## config.mk

```make
export PLATFORM = sky130hd
export DESIGN_NAME = sync_reg_pacer
export DESIGN_NICKNAME = d
export VERILOG_FILES = /design/src/rtl/sync_reg_pacer.sv
export SDC_FILE = /design/constraint.sdc
export NUM_CORES = 1
export LEC_CHECK = 0
export ABC_AREA = 1
export CAP_MARGIN = 20
export CORE_ASPECT_RATIO = 1.25
export CORE_MARGIN = 8
export CORE_UTILIZATION = 55
export DETAILED_ROUTE_END_ITERATION = 12
export PLACE_DENSITY_LB_ADDON = 0.25
export RECOVER_POWER = 50
export SYNTH_ARGS = -nofsm -noshare
export SYNTH_HDL_FRONTEND = slang
export SYNTH_SLANG_ARGS = --single-unit
```

## constraint.sdc

```tcl
create_clock -name clk -period 3.1 [get_ports clk]
set_input_delay 0.62 -clock clk [delete_from_list [all_inputs] [get_ports clk]]
set_output_delay 0.62 -clock clk [all_outputs]
set_load 0.1 [all_outputs]
```

## src/rtl/sync_reg_pacer.sv

```systemverilog
// Source-domain pacer: buffers register-update bursts in a small FIFO and
// reissues them as single-cycle strobes spaced at least GAP cycles apart.
module sync_reg_pacer #(
  parameter int unsigned WIDTH = 1,
  parameter int unsigned DEPTH = 4,
  parameter int unsigned GAP   = 8
) (
  input  logic                       clk,
  input  logic                       rst_n,
  input  logic                       wr_stb,
  input  logic [WIDTH-1:0]           wr_data,
  output logic                       full,
  output logic [$clog2(DEPTH+1)-1:0] level,
  output logic                       overflow,
  input  logic                       clr_ovf,
  output logic                       out_strobe,
  output logic [WIDTH-1:0]           out_reg
);

  localparam int unsigned AW = $clog2(DEPTH);
  localparam int unsigned PW = AW + 1;
  localparam int unsigned LW = $clog2(DEPTH + 1);
  localparam int unsigned GW = $clog2(GAP + 1);

  logic [WIDTH-1:0] mem [DEPTH];
  logic [PW-1:0]    wr_ptr;
  logic [PW-1:0]    rd_ptr;
  logic [PW-1:0]    wr_ptr_nxt;
  logic [PW-1:0]    rd_ptr_nxt;
  logic [GW-1:0]    gcnt;
  logic [GW-1:0]    gcnt_nxt;
  logic             pop;
  logic             push;
  logic             drop;

  // Pop/push decisions and next pointer/gap values; a pop frees a slot for a same-cycle push.
  always_comb begin
    pop        = 1'b0;
    push       = 1'b0;
    drop       = 1'b0;
    wr_ptr_nxt = wr_ptr;
    rd_ptr_nxt = rd_ptr;
    gcnt_nxt   = gcnt;

    pop  = (gcnt == '0) && (level != '0);
    push = wr_stb && ((level < LW'(DEPTH)) || pop);
    drop = wr_stb && !push;

    if (pop) begin
      rd_ptr_nxt = rd_ptr + PW'(1);
      gcnt_nxt   = GW'(GAP - 1);
    end else if (gcnt != '0) begin
      gcnt_nxt = gcnt - GW'(1);
    end

    if (push) begin
      wr_ptr_nxt = wr_ptr + PW'(1);
    end
  end

  // Control and status registers; full comes from the wrap-bit comparison.
  always_ff @(posedge clk) begin
    if (!rst_n) begin
      wr_ptr     <= '0;
      rd_ptr     <= '0;
      gcnt       <= '0;
      level      <= '0;
      full       <= 1'b0;
      overflow   <= 1'b0;
      out_strobe <= 1'b0;
      out_reg    <= '0;
    end else begin
      wr_ptr     <= wr_ptr_nxt;
      rd_ptr     <= rd_ptr_nxt;
      gcnt       <= gcnt_nxt;
      level      <= LW'(wr_ptr_nxt - rd_ptr_nxt);
      full       <= (wr_ptr_nxt ^ rd_ptr_nxt) == {1'b1, {AW{1'b0}}};
      out_strobe <= pop;
      if (pop) begin
        out_reg <= mem[rd_ptr[AW-1:0]];
      end
      if (drop) begin
        overflow <= 1'b1;
      end else if (clr_ovf) begin
        overflow <= 1'b0;
      end
    end
  end

  // Storage is not reset; only the pointers define valid entries.
  always_ff @(posedge clk) begin
    if (rst_n && push) begin
      mem[wr_ptr[AW-1:0]] <= wr_data;
    end
  end

endmodule

```

==> flow_metrics.tcl <==
set metrics [dict create \
    cts-hold-fix-buffers 0 \
    fin_area_um2 1204 \
    whs_endpoint "overflow$_SDFFE_PN0P_" \
    routed_via_density 4.983 \
    h-tree-depth 1 \
    wl_met1_um 827 \
    drive_gt1_frac 0.1290 \
    finalSetupViolations 0 \
    gp_congestion 0.8543 \
    ys_types 21 \
    r2r_end "level[2]$_SDFF_PN0_" \
    grt_pass1_vias 850 \
    slowest_stage "dfxtp_1" \
    r2r_slack_ns 0.89 \
    criticalPathCategory "reg -> reg" \
    wl_per_cell_um 11.17 \
    ys_ff_latch 21 \
    synth_adder_area_share 0.1105 \
    wl_met2_um 974 \
    numCtsBuffers 3 \
    ys_seq_area_frac 0.4235 \
    stdcell_count 175 \
    fp.dieH_um 65.71 \
    cp_max_fo 5 \
    die-area_um2 3665 \
    clockBufferDepth 2 \
    initialDrtViolationCount 16 \
    rows 18 \
    max_freq_ghz 0.4531 \
    grt_usage 0.1172 \
    worstMarginPinSlew_ns 0.4059 \
    cts.clk_slew.worst_paths_ns 0.12 \
    final_max_slew_viol_count 0 \
    fin_nets 170 \
    top_layer "met4" \
    final_cell_mix "nand2_1 (31), inv_1 (23), nor2_1 (22)" \
    overflow 0 \
    hold_viol 0 \
    clk_latency_ns 0.31 \
    placed_cells 171 \
    leakagePower_nw 0.5757 \
    rr_startpoint "gcnt[0]$_SDFFE_PN0P_" \
    max-vdd-ir-drop_v 0.0004099 \
    synthXorXnorAreaFrac 0.02417 \
    cellPowerDensity_nw_per_um2 969.4 \
    crit_chain "inv_1 -> ha_1 -> nand2_1 -> nand2_1 -> nand2_4 -> nand2_1 -> nand2_2 -> inv_2 -> ha_1 -> fa_1 -> inv_1 -> nand3_1 -> nand2_1 -> nor2_1" \
    wl_met3_um 69 \
    synth.cell_area_um2 1087 \
    multi_input_area_um2 494.2 \
    end_kind "flop" \
    max-slew-margin-rel 0.7291 \
    min_path_cells 2 \
    synth_cells 141 \
    area.sequential_um2 460.4 \
    tns_ns 0 \
    final_common_cell "nand2_1" \
    cp_num_buf_inv 3 \
    antennaDiodeCount 0 \
    worstSetupPathDepth 14 \
    wl_mm 1.954 \
    num_io_pins 12 \
    postCtsSetupBuffers 0 \
    rsz0062_at_grt "false" \
    syn2layout_area_growth_pct 10.70 \
    drv_cap 0 \
    worstSetupStartpointType "flop" \
    cts_sinks 21 \
    worstPathRequired_ns 3.32 \
    critPathMaxStageDelay_ns 0.35 \
    min_period_ns 2.207 \
    root_buffer "clkbuf_4" \
    synth_compound_area_frac 0.06214 \
    start_util 0.5680 \
    post-route-drc-count 0 \
    syn-num-nets 155 \
    synth_top_family_by_area "simple AND/OR/NAND/NOR gates" \
    portBuffers 11 \
    r2r_cells 14 \
    synth_async_sr_flop_share 0 \
    synth_edf_count 4 \
    first_pass_iters 4 \
    vias 872 \
    nFillCells 186 \
    coreArea_um2 1914 \
    period_share 0.7120 \
    antenna_found_initial 0 \
    status "completed" \
    fp.dieW_um 55.77 \
    cpMostUsedCell "nand2_1" \
    cpLargestDelayFamily "simple AND/OR/NAND/NOR gates" \
    grt_pass1_wl_mm 3.422 \
    syn_avg_cell_area_um2 7.711 \
    post_cts_resized 0 \
    cp.arrival_ns 2.42 \
    hold_path.class "reg -> reg" \
    synthMuxAreaShare 0 \
    clock_skew_ns 0.007268 \
    grt_max_degree 14 \
    ys.flop_type "dfxtp_1" \
    yosys_warnings 0 \
    finalPower_w 0.001167 \
    min_from "overflow$_SDFFE_PN0P_" \
    place_area_um2 1201 \
    cts_tree "built" \
    dp_hpwl_mm 1.575 \
    synth-simple-area-share 0.2808 \
    drtAntennaViolNets 0 \
]
==> metal layers <==
| layer | vias up | track usage |
|---|---|---|
| met5 | - | 0 |
| met4 | 0 | 0.1049 |
| met3 | 7 | 0.03468 |
| met2 | 14 | 0.1980 |
| met1 | 394 | 0.1144 |
| li1 | 457 | - |
==> per-stage QoR <==
stage / util / hold WS (ns) / setup WS [ns]
after floorplan: - / 0.4447 / 0.6992
after global placement: 0.6275 / 0.4550 / 0.7356
after detailed placement: 0.6275 / 0.4672 / 0.6766
after CTS: 0.6418 / 0.4842 / 1.026
after global routing: 0.6288 / 0.5107 / 0.6392
final: 0.6288 / 0.4773 / 0.8929
==> power by group <==
part | leakage (nW) | internal, W | switching, W
Sequential | 0.176 | 0.000348 | 0.0000417
Combinational | 0.382 | 0.000180 | 0.000465
Clock | 0.0177 | 0.0000482 | 0.0000843
Total | 0.576 | 0.000576 | 0.000591
==> worst max-delay path by stage <==
stage / slack [ns] / startpoint / to
6_report: 0.89 / gcnt[0]$_SDFFE_PN0P_ / level[2]$_SDFF_PN0_
5_1_grt: 0.64 / gcnt[0]$_SDFFE_PN0P_ / level[2]$_SDFF_PN0_
4_1_cts: 1.03 / wr_stb / level[2]$_SDFF_PN0_
3_5_place_dp: 0.68 / wr_stb / level[2]$_SDFF_PN0_
3_3_place_gp: 0.74 / wr_stb / level[2]$_SDFF_PN0_
2_1_floorplan: 0.70 / level[2]$_SDFF_PN0_ / level[2]$_SDFF_PN0_
==> cell type report <==
cell class	count	share of cell area
Clock buffer	3	0.01871
Clock inverter	1	0.004158
Inverter	27	0.08628
Multi-Input combinational cell	92	0.4106
Sequential cell	21	0.3825
Tap cell	20	0.02079
Timing Repair Buffer	11	0.07692
==> cells in the mapped netlist (2+ instances only) <==
| master | number | area share |
|---|---|---|
| nand2_1 | 27 | 0.093 |
| inv_1 | 23 | 0.079 |
| nor2_1 | 22 | 0.076 |
| dfxtp_1 | 17 | 0.31 |
| ha_1 | 8 | 0.092 |
| nand3_1 | 6 | 0.028 |
| a21oi_1 | 5 | 0.023 |
| o21ai_0 | 5 | 0.023 |
| edfxtp_1 | 4 | 0.11 |
| nand2_2 | 4 | 0.023 |
| nand2_4 | 4 | 0.041 |
| inv_2 | 3 | 0.010 |
| nor3_1 | 3 | 0.014 |
| o21ai_1 | 2 | 0.0092 |
| xor2_1 | 2 | 0.016 |
==> kinds of logic after synthesis <==
kind of cell | after synthesis
DFF | 21
adders and majority gates | 9
buffers and inverters | 28
xor gates and xnor gates | 3
AOI/OAI and AO/OA | 13
and+or+nand+nor | 67
==> tightest hold or removal path: stages, from the launching register on <==
cell	delay (ns)
dfxtp_1	0.33
nand2_1	0.06
a21oi_1	0.05
(Power assumes the default switching activity.)
